**config.mk**
```make
export PLATFORM = sky130hd
export DESIGN_NAME = bus_test_monitor
export DESIGN_NICKNAME = d
export VERILOG_FILES = /design/src/rtl/bus_test_monitor_pkg.sv /design/src/rtl/bus_test_monitor_trace_ring.sv /design/src/rtl/bus_test_monitor.sv
export SDC_FILE = /design/constraint.sdc
export NUM_CORES = 1
export LEC_CHECK = 0
export CAP_MARGIN = 20
export CORE_UTILIZATION = 40
export CTS_BUF_LIST = sky130_fd_sc_hd__clkbuf_4
export DETAILED_ROUTE_END_ITERATION = 16
export MAX_ROUTING_LAYER = met4
export PLACE_DENSITY_LB_ADDON = 0.15
export SETUP_SLACK_MARGIN = 0.1
export SLEW_MARGIN = 20
export SYNTH_ARGS = -nofsm -noshare
export SYNTH_HDL_FRONTEND = slang
export SYNTH_HIERARCHICAL = 1
export SYNTH_SLANG_ARGS = --single-unit
export TNS_END_PERCENT = 1
```
**constraint.sdc**
```tcl
create_clock -name pclk -period 4.09 [get_ports pclk]
set_input_delay 0.818 -clock pclk [delete_from_list [all_inputs] [get_ports pclk]]
set_output_delay 0.818 -clock pclk [all_outputs]
set_load 0.02 [all_outputs]
```
**src/rtl/bus_test_monitor_pkg.sv**
```systemverilog
// Shared state and verdict encodings for the bus test monitor.
// The optional trace buffer is enabled by defining MONITOR_TRACE_EN.
package bus_test_monitor_pkg;

  localparam logic [2:0] ST_IDLE    = 3'd0;
  localparam logic [2:0] ST_RUN     = 3'd1;
  localparam logic [2:0] ST_PASS    = 3'd2;
  localparam logic [2:0] ST_FAIL    = 3'd3;
  localparam logic [2:0] ST_TIMEOUT = 3'd4;

  typedef enum logic [1:0] {
    VERDICT_NONE    = 2'd0,
    VERDICT_PASS    = 2'd1,
    VERDICT_FAIL    = 2'd2,
    VERDICT_TIMEOUT = 2'd3
  } verdict_t;

  function automatic logic [2:0] verdict_state(input verdict_t v);
    logic [2:0] s;
    s = ST_RUN;
    case (v)
      VERDICT_PASS:    s = ST_PASS;
      VERDICT_FAIL:    s = ST_FAIL;
      VERDICT_TIMEOUT: s = ST_TIMEOUT;
      default:         s = ST_RUN;
    endcase
    return s;
  endfunction

endpackage

```
**src/rtl/bus_test_monitor_trace_ring.sv**
```systemverilog
// Ring buffer of recent stores; index 0 reads the newest entry.
// Instantiated by bus_test_monitor only when MONITOR_TRACE_EN is defined.
module monitor_trace_ring
  import bus_test_monitor_pkg::*;
#(
  parameter int unsigned ADDR_W = 32,
  parameter int unsigned DATA_W = 32,
  parameter int unsigned DEPTH  = 8
) (
  input  logic                     pclk,
  input  logic                     RESET,
  input  logic                     wr_en,
  input  logic [ADDR_W-1:0]        wr_addr,
  input  logic [DATA_W-1:0]        wr_data,
  input  logic [$clog2(DEPTH)-1:0] rd_idx,
  output logic [ADDR_W-1:0]        rd_addr,
  output logic [DATA_W-1:0]        rd_data
);

  localparam int unsigned IDX_W = $clog2(DEPTH);

  logic [ADDR_W-1:0] addr_mem [DEPTH];
  logic [DATA_W-1:0] data_mem [DEPTH];
  logic [IDX_W-1:0]  wptr;
  logic [IDX_W-1:0]  rptr;

  always_ff @(posedge pclk or negedge RESET) begin
    if (!RESET) begin
      wptr <= '0;
      for (int i = 0; i < int'(DEPTH); i++) begin
        addr_mem[i] <= '0;
        data_mem[i] <= '0;
      end
    end else if (wr_en) begin
      addr_mem[wptr] <= wr_addr;
      data_mem[wptr] <= wr_data;
      wptr           <= wptr + IDX_W'(1);
    end
  end

  // wptr points at the next free slot, so the newest entry sits one behind it
  assign rptr    = wptr - IDX_W'(1) - rd_idx;
  assign rd_addr = addr_mem[rptr];
  assign rd_data = data_mem[rptr];

endmodule

```
**src/rtl/bus_test_monitor.sv**
```systemverilog
// Watches a memory store bus for a pass/fail signature write and times out otherwise.
// Optional trace ring buffer enabled by defining MONITOR_TRACE_EN.
module bus_test_monitor
  import bus_test_monitor_pkg::*;
#(
  parameter int unsigned ADDR_W      = 32,
  parameter int unsigned DATA_W      = 32,
  parameter int unsigned PASS_ADDR   = 100,
  parameter int unsigned PASS_DATA   = 25,
  parameter int unsigned TIMEOUT_CYC = 4700,
  parameter int unsigned CNT_W       = 32,
  parameter int unsigned TRACE_DEPTH = 8
) (
  input  logic                           pclk,
  input  logic                           RESET,
  input  logic                           enable,
  input  logic                           clear,
  input  logic [ADDR_W-1:0]              mem_addr,
  input  logic [DATA_W-1:0]              mem_wdata,
  input  logic [DATA_W/8-1:0]            mem_wmask,
  output logic                           done,
  output logic                           pass,
  output logic                           fail,
  output logic                           timeout,
  output logic [CNT_W-1:0]               cycle_count,
  output logic [CNT_W-1:0]               store_count,
  output logic [ADDR_W-1:0]              fail_addr,
  output logic [DATA_W-1:0]              fail_data,
  input  logic [$clog2(TRACE_DEPTH)-1:0] trace_idx,
  output logic [ADDR_W-1:0]              trace_addr,
  output logic [DATA_W-1:0]              trace_data
);

  // state | meaning
  // IDLE    | waiting for enable
  // RUN     | counting cycles and stores, watching for the signature
  // PASS    | signature written with the expected value
  // FAIL    | signature address written with wrong data or partial mask
  // TIMEOUT | run length exhausted without a verdict

  localparam int unsigned NBYTES = DATA_W / 8;
  localparam logic [ADDR_W-1:0] SIG_ADDR = ADDR_W'(PASS_ADDR);
  localparam logic [DATA_W-1:0] SIG_DATA = DATA_W'(PASS_DATA);
  localparam logic [CNT_W-1:0]  TO_LAST  = CNT_W'(TIMEOUT_CYC - 1);

  logic [1:0]        rst_sync;
  logic              armed;
  logic [2:0]        state;
  logic [2:0]        state_next;
  verdict_t          verdict;
  logic              is_store;
  logic              sig_hit;
  logic [DATA_W-1:0] wdata_masked;

  // Release of RESET is re-timed so enable is never sampled in the recovery window
  always_ff @(posedge pclk or negedge RESET) begin
    if (!RESET) rst_sync <= 2'b00;
    else        rst_sync <= {rst_sync[0], 1'b1};
  end
  assign armed = rst_sync[1];

  always_comb begin
    wdata_masked = '0;
    for (int b = 0; b < int'(NBYTES); b++) begin
      if (mem_wmask[b]) wdata_masked[b*8 +: 8] = mem_wdata[b*8 +: 8];
    end
  end

  assign is_store = |mem_wmask;
  assign sig_hit  = is_store && (mem_addr == SIG_ADDR);

  // A signature store outranks a coincident timeout
  always_comb begin
    verdict = VERDICT_NONE;
    if (state == ST_RUN) begin
      if (sig_hit) begin
        if ((&mem_wmask) && (mem_wdata == SIG_DATA)) verdict = VERDICT_PASS;
        else                                         verdict = VERDICT_FAIL;
      end else if (cycle_count == TO_LAST) begin
        verdict = VERDICT_TIMEOUT;
      end
    end
  end

  always_comb begin
    state_next = state;
    if (clear) begin
      state_next = ST_IDLE;
    end else begin
      case (state)
        ST_IDLE: if (enable && armed) state_next = ST_RUN;
        ST_RUN:  state_next = verdict_state(verdict);
        ST_PASS, ST_FAIL, ST_TIMEOUT: state_next = state;
        default: state_next = ST_IDLE;
      endcase
    end
  end

  always_ff @(posedge pclk or negedge RESET) begin
    if (!RESET) begin
      state       <= ST_IDLE;
      done        <= 1'b0;
      pass        <= 1'b0;
      fail        <= 1'b0;
      timeout     <= 1'b0;
      cycle_count <= '0;
      store_count <= '0;
      fail_addr   <= '0;
      fail_data   <= '0;
    end else begin
      state   <= state_next;
      done    <= (state_next == ST_PASS) || (state_next == ST_FAIL) ||
                 (state_next == ST_TIMEOUT);
      pass    <= (state_next == ST_PASS);
      fail    <= (state_next == ST_FAIL);
      timeout <= (state_next == ST_TIMEOUT);
      if (clear) begin
        cycle_count <= '0;
        store_count <= '0;
        fail_addr   <= '0;
        fail_data   <= '0;
      end else if (state == ST_RUN) begin
        if (is_store && (store_count != '1))
          store_count <= store_count + CNT_W'(1);
        // the cycle that produces a verdict is the last one counted
        if ((verdict == VERDICT_NONE) && (cycle_count != '1))
          cycle_count <= cycle_count + CNT_W'(1);
        if (verdict == VERDICT_FAIL) begin
          fail_addr <= mem_addr;
          fail_data <= wdata_masked;
        end
      end
    end
  end

`ifdef MONITOR_TRACE_EN
  logic trace_we;
  assign trace_we = (state == ST_RUN) && is_store && !clear;

  monitor_trace_ring #(
    .ADDR_W (ADDR_W),
    .DATA_W (DATA_W),
    .DEPTH  (TRACE_DEPTH)
  ) u_trace (
    .pclk    (pclk),
    .RESET   (RESET),
    .wr_en   (trace_we),
    .wr_addr (mem_addr),
    .wr_data (wdata_masked),
    .rd_idx  (trace_idx),
    .rd_addr (trace_addr),
    .rd_data (trace_data)
  );
`else
  logic trace_idx_unused;
  assign trace_idx_unused = ^trace_idx;
  assign trace_addr       = '0;
  assign trace_data       = '0;
`endif

endmodule

```
; ---- Yosys cells after proc, flatten, opt, wreduce, memory -nomap -nowiden
; Index checks and enable logic that the tools add are counted.
[op_classes]
add_sub_neg = 2
n_eq_ne = 15
mux = 24
n_reduce_logical = 19
[op_table]
columns = operator, count
row1 = $mux 32, 12
row2 = $add 32x1->32 const B, 2
row3 = $ne 32x32->1 const B, 2
row4 = $eq 32x13->1 const B, 1
row5 = $eq 32x5->1 const B, 1
row6 = $eq 32x7->1 const B, 1
row7 = $mux 8, 4
row8 = $pmux 3 s3, 2
row9 = $eq 3x2->1 const B, 4
row10 = $mux 2, 4
row11 = $reduce_bool 2->1, 4
row12 = $eq 3x3->1 const B, 2
row13 = $mux 3, 2
row14 = $reduce_and 2->1, 3
row15 = $logic_and 1x1->1, 5
row16 = $eq 2x2->1 const B, 2
row17 = $reduce_and 4->1, 1
row18 = $reduce_or 4->1, 1
row19 = $eq 3x1->1 const B, 1
row20 = $logic_not 3->1, 1
row21 = $reduce_or 3->1, 1
row22 = $eq 2x1->1 const B, 1
row23 = $logic_not 2->1, 1
row24 = $logic_or 1x1->1, 2
[word_totals]
reg_bits = 137

; ---- Logic depth before layout (Yosys ltp)
; Gate-level depths: netlist of run 1.
[logic_depth]
word_depth = 12
mapped_depth = 13
depth_no_buf = 11

; ---- Least setup slack after synthesis of run 1
; OpenSTA, ideal clock, no wires.
[synth_path]
path_kind = in2reg
start = input port mem_addr[16]
end = register cycle_count[23]
setup_ps = 78
t_arrival_ps = 3771
required_time_ps = 4012
setup_slack_ps = 241
path_stages = 12
path_buffers = 1
cell_sequence = nor4_1 -> nand3_1 -> nor3_1 -> mux2_2 -> nand2_1 -> ha_1 -> and4bb_2 -> o21ai_2 -> or4_4 -> buf_6 -> or4_1 -> a21oi_1
[synth_between]
elab_chain_len = 8
[synth_lines]
columns = item, line
row1 = "start, declared", bus_test_monitor.sv:18  ; input logic [ADDR_W-1:0] mem_addr,
row2 = $eq 32x7->1, bus_test_monitor.sv:70  ; assign sig_hit = is_store && (mem_addr == SIG_ADDR);
row3 = $logic_and 1x1->1, bus_test_monitor.sv:70
row4 = $mux 2, bus_test_monitor.sv:76  ; if (sig_hit) begin
row5 = $mux 2, bus_test_monitor.sv:75  ; if (state == ST_RUN) begin
row6 = $logic_not 2->1, bus_test_monitor.sv:126  ; if ((verdict == VERDICT_NONE) && (cycle_count != '1))
row7 = $logic_and 1x1->1, bus_test_monitor.sv:126
row8 = $reduce_bool 2->1 (no line), --
row9 = $reduce_and 2->1 (no line), --
row10 = "end signal, assigned", bus_test_monitor.sv:127  ; cycle_count <= cycle_count + CNT_W'(1);
row11 = "end, declared", bus_test_monitor.sv:25  ; output logic [CNT_W-1:0] cycle_count,
; No other way between the ends.
; A chain may end at the register's enable or synchronous reset.

; ---- Final worst setup path of run 1
[layout_path]
start = input port mem_addr[16]
end = register cycle_count[27]
; The elaborated chain is that of the path after synthesis.

==> results.tsv, run 1 <==
stage	metric	value	unit
status	outcome	finished, final reports clean	
clock_tree	worst skew pair latency	530	ps
sta	WHS	358	ps
place	post-DP HPWL	15300	um
worst_hold_path	Hold Path Class	reg2reg	
cells_and_area	Finished Layout Cells	1212	
yosys	Seq/Total Area, Yosys	47.2	%
place	Area after DPL	0.00977	mm^2
sta	RSZ-0062 raised after global routing	false	
cells_and_area	Nets	1053	
pwr	leakage power	4.13	nW
global_route	first-pass GRT wire length	33300	um
clock_tree	Clock Path Buffers	2	
routing	number of routed nets with antenna violations	0	
yosys	most frequent cell after synthesis	dfrtp_1	
yosys	most common library cells after synthesis	dfrtp_1 (137), buf_4 (65), a21oi_1 (52)	
worst_hold_path	Hold Crit Start	rst_sync[0]	
clock_tree	CTS sink cnt	137	
sta	Max Slew Vio Count	0	
critical_path	crit end category	flip-flop	
critical_path	R2R Setup Slk	810	ps
cells_and_area	fraction of layout cells with a size suffix above 1	13.6	%
pwr	worst IR drop on VDD	0.179	mV
critical_path	CP max FO	10	
place	dpl cells	1179	
global_route	initial antenna violation count	1	
routing	initial DRC count	353	
cells_and_area	area grow syn2layout	40.0	%
die	die area	0.0187	mm^2
global_route	vias in the first global route	6554	
place	worst slack, placed	-562	ps
sta	Max Clk Rate	262	MHz
critical_path	Worst R2R End	timeout	
routing	First-pass DRT Iterations	5	
yosys	dominant cell type by area after synthesis	dfrtp_1	
die	Initial Util	41.4	%
die	Die Y	137	um
routing	WL per Instance	17.6	um
clock_tree	TritonCTS clock tree	built	
worst_hold_path	hold endpoint	rst_sync[1]	
critical_path	reg2reg start	cycle_count[27]	
clock_tree	CTS Root Cell	clkbuf_4	
critical_path	R2R cell count	11	
flow_run	Max Cap Viol	0	
yosys	Post-synth EDFFs	0	
yosys	Post-synth ARST share	100	%
yosys	largest cells by area after synthesis	dfrtp_1 (47%), buf_4 (6.7%), a32o_1 (4.4%)	
sta	final hold vios	0	
yosys	Synth Warn #	6	
critical_path	Worst setup SP type	primary input	
sta	Rel. slew slack	33.3	%
critical_path	Setup CP Type	in2reg	
sta	fin crit period	3820	ps
routing	DRC	0	
pwr	Pwr Density	273	mW/mm^2
yosys	Yosys top cell area share	47.2	%
sta	Tightest Pin Transition	1000	ps
critical_path	Required @ worst endpoint	4540	ps
cells_and_area	Finished Cell Area	0.0102	mm^2
die	Chip Width	137	um
clock_tree	TritonCTS Buffers	17	
global_route	grt ovf	0	
sta	Setup Skew	18.3	ps
die	Std-Cell Rows	48	
clock_tree	hold-fix buffers at CTS	0	
sta	crit share post-route	93.4	%
place	Port Buffers	203	
die	core area	0.0175	mm^2
critical_path	Arr. time, crit path	4270	ps
routing	DRT Wirelength	21400	um
yosys	Mapped Cells	718	
place	GP Congestion	0.893	
global_route	largest net degree at the start of global routing	108	
yosys	Syn Area/Cell	10.1	um^2
worst_hold_path	hold path depth	0	
clock_tree	CTS clk-pin slew, worst paths	110	ps
sta	final setup margin	270	ps
sta	Setup-failing EPs final	0	
global_route	GRT Overall Usage	23.6	%
clock_tree	H-tree lvl count	4	
die	I/O Pins	271	
yosys	top_reg_cell synth	dfrtp_1	
yosys	post-synth cell types	60	
yosys	Synth Cell Area	0.00726	mm^2
routing	Via Count	6828	
routing	vias per cell	5.63	
yosys	flops & latches, synth	137	
==> stage by stage <==
| step | util [%] | power [W] | TNS (ps) |
|---|---|---|---|
| floorplan | - | 0.00155 | 0 |
| global placement | 55.7 | 0.00168 | -3510 |
| detailed placement | 55.7 | 0.00168 | -7450 |
| CTS | 57.8 | 0.00281 | 0 |
| global route | 58.0 | 0.00289 | 0 |
| finish | 58.0 | 0.00277 | 0 |
==> worst max path at each step <==
| stage | slack (ps) | start | end | cells after the start |
|---|---|---|---|---|
| after global routing | 150 | mem_addr[16] | cycle_count[27] | 13 |
| after CTS | 110 | mem_addr[23] | cycle_count[27] | 13 |
| after detailed placement | -560 | mem_addr[16] | cycle_count[27] | 13 |
| final | 270 | mem_addr[16] | cycle_count[27] | 13 |
| after global placement | -420 | mem_addr[16] | cycle_count[21] | 13 |
| after floorplan | 240 | mem_addr[16] | cycle_count[23] | 12 |
==> layer usage <==
metal | global-route usage [%] | wire, um
met1 | 28.4 | 8950
met2 | 39.5 | 10600
met3 | 4.48 | 1420
met4 | 8.27 | 437
met5 | - | 0
==> sequential cells by signal, indices dropped and copies added (netlist names) <==
name	count
cycle_count	32
done	1
fail	1
fail_addr	32
fail_data	32
pass	1
rst_sync	2
state	3
store_count	32
timeout	1
==> cell type report <==
class / instances / area, um^2
Fill cell: 1489 / 7370
Inverter: 12 / 45.0
Clock buffer: 18 / 135
Antenna cell: 1 / 2.50
Clock inverter: 14 / 228
Timing Repair Buffer: 280 / 2630
Multi-Input combinational cell: 525 / 3420
Tap cell: 225 / 282
Sequential cell: 137 / 3430
==> critical path: stages <==
cell	delay, ps
clkdlybuf4s50_1	430
nor4_2	320
buf_4	160
nand3_1	120
nor3_4	210
mux2_2	380
nand2_1	100
ha_1	170
and4bb_2	260
o21ai_2	70
or4_4	570
or4_1	490
a21oi_1	160
==> power by group <==
group,switching [W],total [W],internal (W)
Clock,0.000504,0.00111,0.000609
Sequential,0.00000497,0.00136,0.00136
Combinational,0.000179,0.000298,0.000119
==> repair_timing <==
item | 4_1_cts | 5_1_grt
pin swaps | 0 | 1
gates resized for setup | 1 | 5
buffers inserted | 0 | 0
endpoints found under the setup margin | 4 | 6
==> cells in the final DEF, fill, tap and decap left out, types with 20 or more instances in the layout <==
master / instances
a32o_1: 32
a21oi_1: 51
o31ai_1: 27
a22o_1: 32
conb_1: 65
nand3_1: 24
clkdlybuf4s50_1: 201
buf_4: 75
dfrtp_1: 137
nor4_1: 20
nor2_1: 25
nand2_1: 41
or4_1: 31
or3_1: 24
o21ai_0: 25
==> logic make-up (layout without fill, tap and decap cells) <==
kind of cell / Yosys count / in the layout / synth area share (%)
other: 2 / 66 / 0.103
adders and majority gates: 5 / 5 / 0.861
buffers and inverters: 119 / 324 / 9.87
DFF: 137 / 137 / 47.2
xor gates and xnor gates: 9 / 9 / 1.09
muxes: 5 / 5 / 0.758
AOI/OAI and AO/OA: 192 / 192 / 19.7
and+or+nand+nor: 249 / 249 / 20.4
No activity file was read; power rests on OpenSTA's default activity.
==> run 2: changes to the inputs <==
--- a/config.mk
+++ b/config.mk
@@ -6,9 +6,13 @@
 export NUM_CORES = 1
 export LEC_CHECK = 0
 export CAP_MARGIN = 20
-export CORE_UTILIZATION = 40
+export CELL_PAD_IN_SITES_DETAIL_PLACEMENT = 1
+export CELL_PAD_IN_SITES_GLOBAL_PLACEMENT = 1
+export CORE_UTILIZATION = 34
 export CTS_BUF_LIST = sky130_fd_sc_hd__clkbuf_4
+export CTS_CLUSTER_SIZE = 24
 export DETAILED_ROUTE_END_ITERATION = 16
+export GPL_TIMING_DRIVEN = 0
 export MAX_ROUTING_LAYER = met4
 export PLACE_DENSITY_LB_ADDON = 0.15
 export SETUP_SLACK_MARGIN = 0.1
==> run 2 against run 1 <==
Against the previous run:
- clock power is 13% lower
- non-clock buffer count is 32 higher
- fmax is 3.3% lower
- clock-buffer cell count is 2 higher
- power is 4.3% lower
- worst hold slack worse by 150 ps
- largest power group unchanged
- global-route usage is 0.50 points lower
- highest routed layer unchanged
- register-to-register slack worse by 440 ps
- final cell count is 6.8% higher
- cell area is 1.4% higher
- utilization is 8.8 points lower
==> results.tsv, run 2 (same netlist as run 1, synthesis figures left out) <==
stage	metric	value	unit	change
critical_path	Required @ worst endpoint	4570	ps	was 4540 ps
place	GP Congestion	0.827		was 0.893
routing	WL per Instance	18.9	um	was 17.6 um
critical_path	R2R Setup Slk	370	ps	was 810 ps
die	Initial Util	34.7	%	was 41.4%
sta	Setup-failing EPs final	0		unchanged
flow_run	Max Cap Viol	0		unchanged
die	Chip Width	148	um	was 137 um
critical_path	Worst setup SP type	primary input		unchanged
status	outcome	finished, final reports clean		unchanged
critical_path	Setup CP Type	in2reg		unchanged
routing	Top Layer Used	met4		unchanged
routing	number of routed nets with antenna violations	0		unchanged
cells_and_area	commonest non-fill, non-tap cell in the layout	clkdlybuf4s50_1		unchanged
sta	final hold vios	0		unchanged
routing	initial DRC count	291		was 353
critical_path	crit end category	flip-flop		unchanged
die	core area	0.0210	mm^2	was 0.0175 mm^2
place	Port Buffers	202		was 203
clock_tree	CTS sink cnt	137		unchanged
clock_tree	CTS clk-pin slew, worst paths	140	ps	was 110 ps
routing	Via Count	6936		was 6828
routing	Post-Route M1 WL	11200	um	was 8950 um
die	Die Y	148	um	was 137 um
worst_hold_path	Hold Path Class	in2async		was reg2reg
critical_path	Worst R2R End	fail_addr[4]		was timeout
global_route	largest net degree at the start of global routing	71		was 108
critical_path	Arr. time, crit path	4430	ps	was 4270 ps
global_route	vias in the first global route	6907		was 6554
clock_tree	TritonCTS clock tree	built		unchanged
global_route	grt ovf	0		unchanged
global_route	first-pass GRT wire length	38800	um	was 33300 um
routing	vias per cell	5.36		was 5.63
sta	Max Slew Vio Count	0		unchanged
critical_path	CP Launch Point	mem_addr[3]		was mem_addr[16]
routing	WL met2	11600	um	was 10600 um
die	I/O Pins	271		unchanged
critical_path	CP max FO	10		unchanged
sta	Tightest Pin Transition	886	ps	was 1000 ps
global_route	GRT Overall Usage	23.1	%	was 23.6%
cells_and_area	most frequent cells in the layout	clkdlybuf4s50_1 (195), dfrtp_1 (137), buf_4 (67)		was clkdlybuf4s50_1 (201), dfrtp_1 (137), buf_4 (75)
routing	DRC	0		unchanged
clock_tree	TritonCTS Buffers	17		unchanged
clock_tree	CTS Root Cell	clkbuf_4		unchanged
sta	Setup Skew	27.7	ps	was 18.3 ps
critical_path	R2R cell count	9		was 11
pwr	Pwr Density	257	mW/mm^2	was 273 mW/mm^2
cells_and_area	area grow syn2layout	42.0	%	was 40.0%
sta	Max Clk Rate	253	MHz	was 262 MHz
sta	Rel. slew slack	40.9	%	was 33.3%
sta	fin crit period	3950	ps	was 3820 ps
routing	First-pass DRT Iterations	4		was 5
sta	RSZ-0062 raised after global routing	true		was false
critical_path	reg2reg start	cycle_count[27]		unchanged
sta	WHS	206	ps	was 358 ps
critical_path	crit path to	cycle_count[23]		was cycle_count[27]
routing	metal3 WL	1490	um	was 1420 um
clock_tree	Clock Path Buffers	2		unchanged
cells_and_area	fraction of layout cells with a size suffix above 1	13.9	%	was 13.6%
cells_and_area	final core occ	49.2	%	was 58.0%
sta	crit share post-route	96.6	%	was 93.4%
clock_tree	H-tree lvl count	4		unchanged
clock_tree	worst skew pair latency	550	ps	was 530 ps
die	Std-Cell Rows	53		was 48
place	post-DP HPWL	18100	um	was 15300 um
pwr	worst IR drop on VDD	0.124	mV	was 0.179 mV
pwr	leakage power	4.24	nW	was 4.13 nW
die	die area	0.0219	mm^2	was 0.0187 mm^2
cells_and_area	Nets	1085		was 1053
global_route	initial antenna violation count	1		unchanged
routing	DRT Wirelength	24500	um	was 21400 um
clock_tree	hold-fix buffers at CTS	0		unchanged
## run 2: changes by cell type in the layout (fill, tap and decap cells not counted), moves of 4 or more
cell | before | now
clkbuf_1 | 0 | 27
buf_2 | 1 | 9
buf_4 | 75 | 67
clkdlybuf4s50_1 | 201 | 195
dlymetal6s2s_1 | 0 | 6
clkbuf_2 | 0 | 4
## run 2: area by class of cell
type	count	area, um^2
diodes	1	2.50
inverters	12	45.0
fillers	2428	10600
well taps	275	344
clock inverters	12	150
plain buffers	107	677
clock buffers	20	150
flip-flops and latches	137	3430
repair buffers	205	2080
multi-input cells	525	3430
## run 2: what timing repair did
action / in CTS / in global routing
endpoints found under the setup margin: 12 / 24
pin swaps: 2 / 6
resized for setup: 11 / 12
setup buffers: 0 / 2
## run 2: worst min-delay path by stage
stage	to	slack (ps)	cells after the start
detailed placement	rst_sync[1]	340	0
global route	fail_addr[11]	190	1
finish	fail_addr[11]	210	1
CTS	fail_addr[11]	190	1
global placement	rst_sync[1]	330	0
floorplan	rst_sync[1]	330	0
## run 2: metrics by stage
stage               cells  setup slack, ps  setup TNS, ps  area [um^2]  power, W
floorplan             781              241              0         7500   0.00155
global placement     1258            -3690        -542010         9860   0.00170
detailed placement   1259             -782         -42140         9900   0.00170
CTS                  1291              109              0        10200   0.00268
global route         1294             45.3              0        10300   0.00277
finish               1294              139              0        10300   0.00265
## run 2: routing by layer
layer  up-vias  GRT usage, %
li1       3213             -
met1      3486          29.4
met2       218          37.3
met3        19          5.00
met4         0          5.57
met5         -             -
## run 2: power breakdown
| group | internal [W] | switching, W |
|---|---|---|
| clock network | 0.000443 | 0.000528 |
| logic | 0.000131 | 0.000190 |
| registers | 0.00136 | 0.00000394 |
## run 2: worst max-delay path: stages
cell and delay, ps:
clkdlybuf4s50_1 470, nor4b_2 340, nand4_1 190, nor3_4 280, mux2_4 350, nand2_1 100, ha_1 190, and4bb_2 330
o21ai_2 70, or4_4 510, buf_6 160, or4_1 480, a21oi_1 150
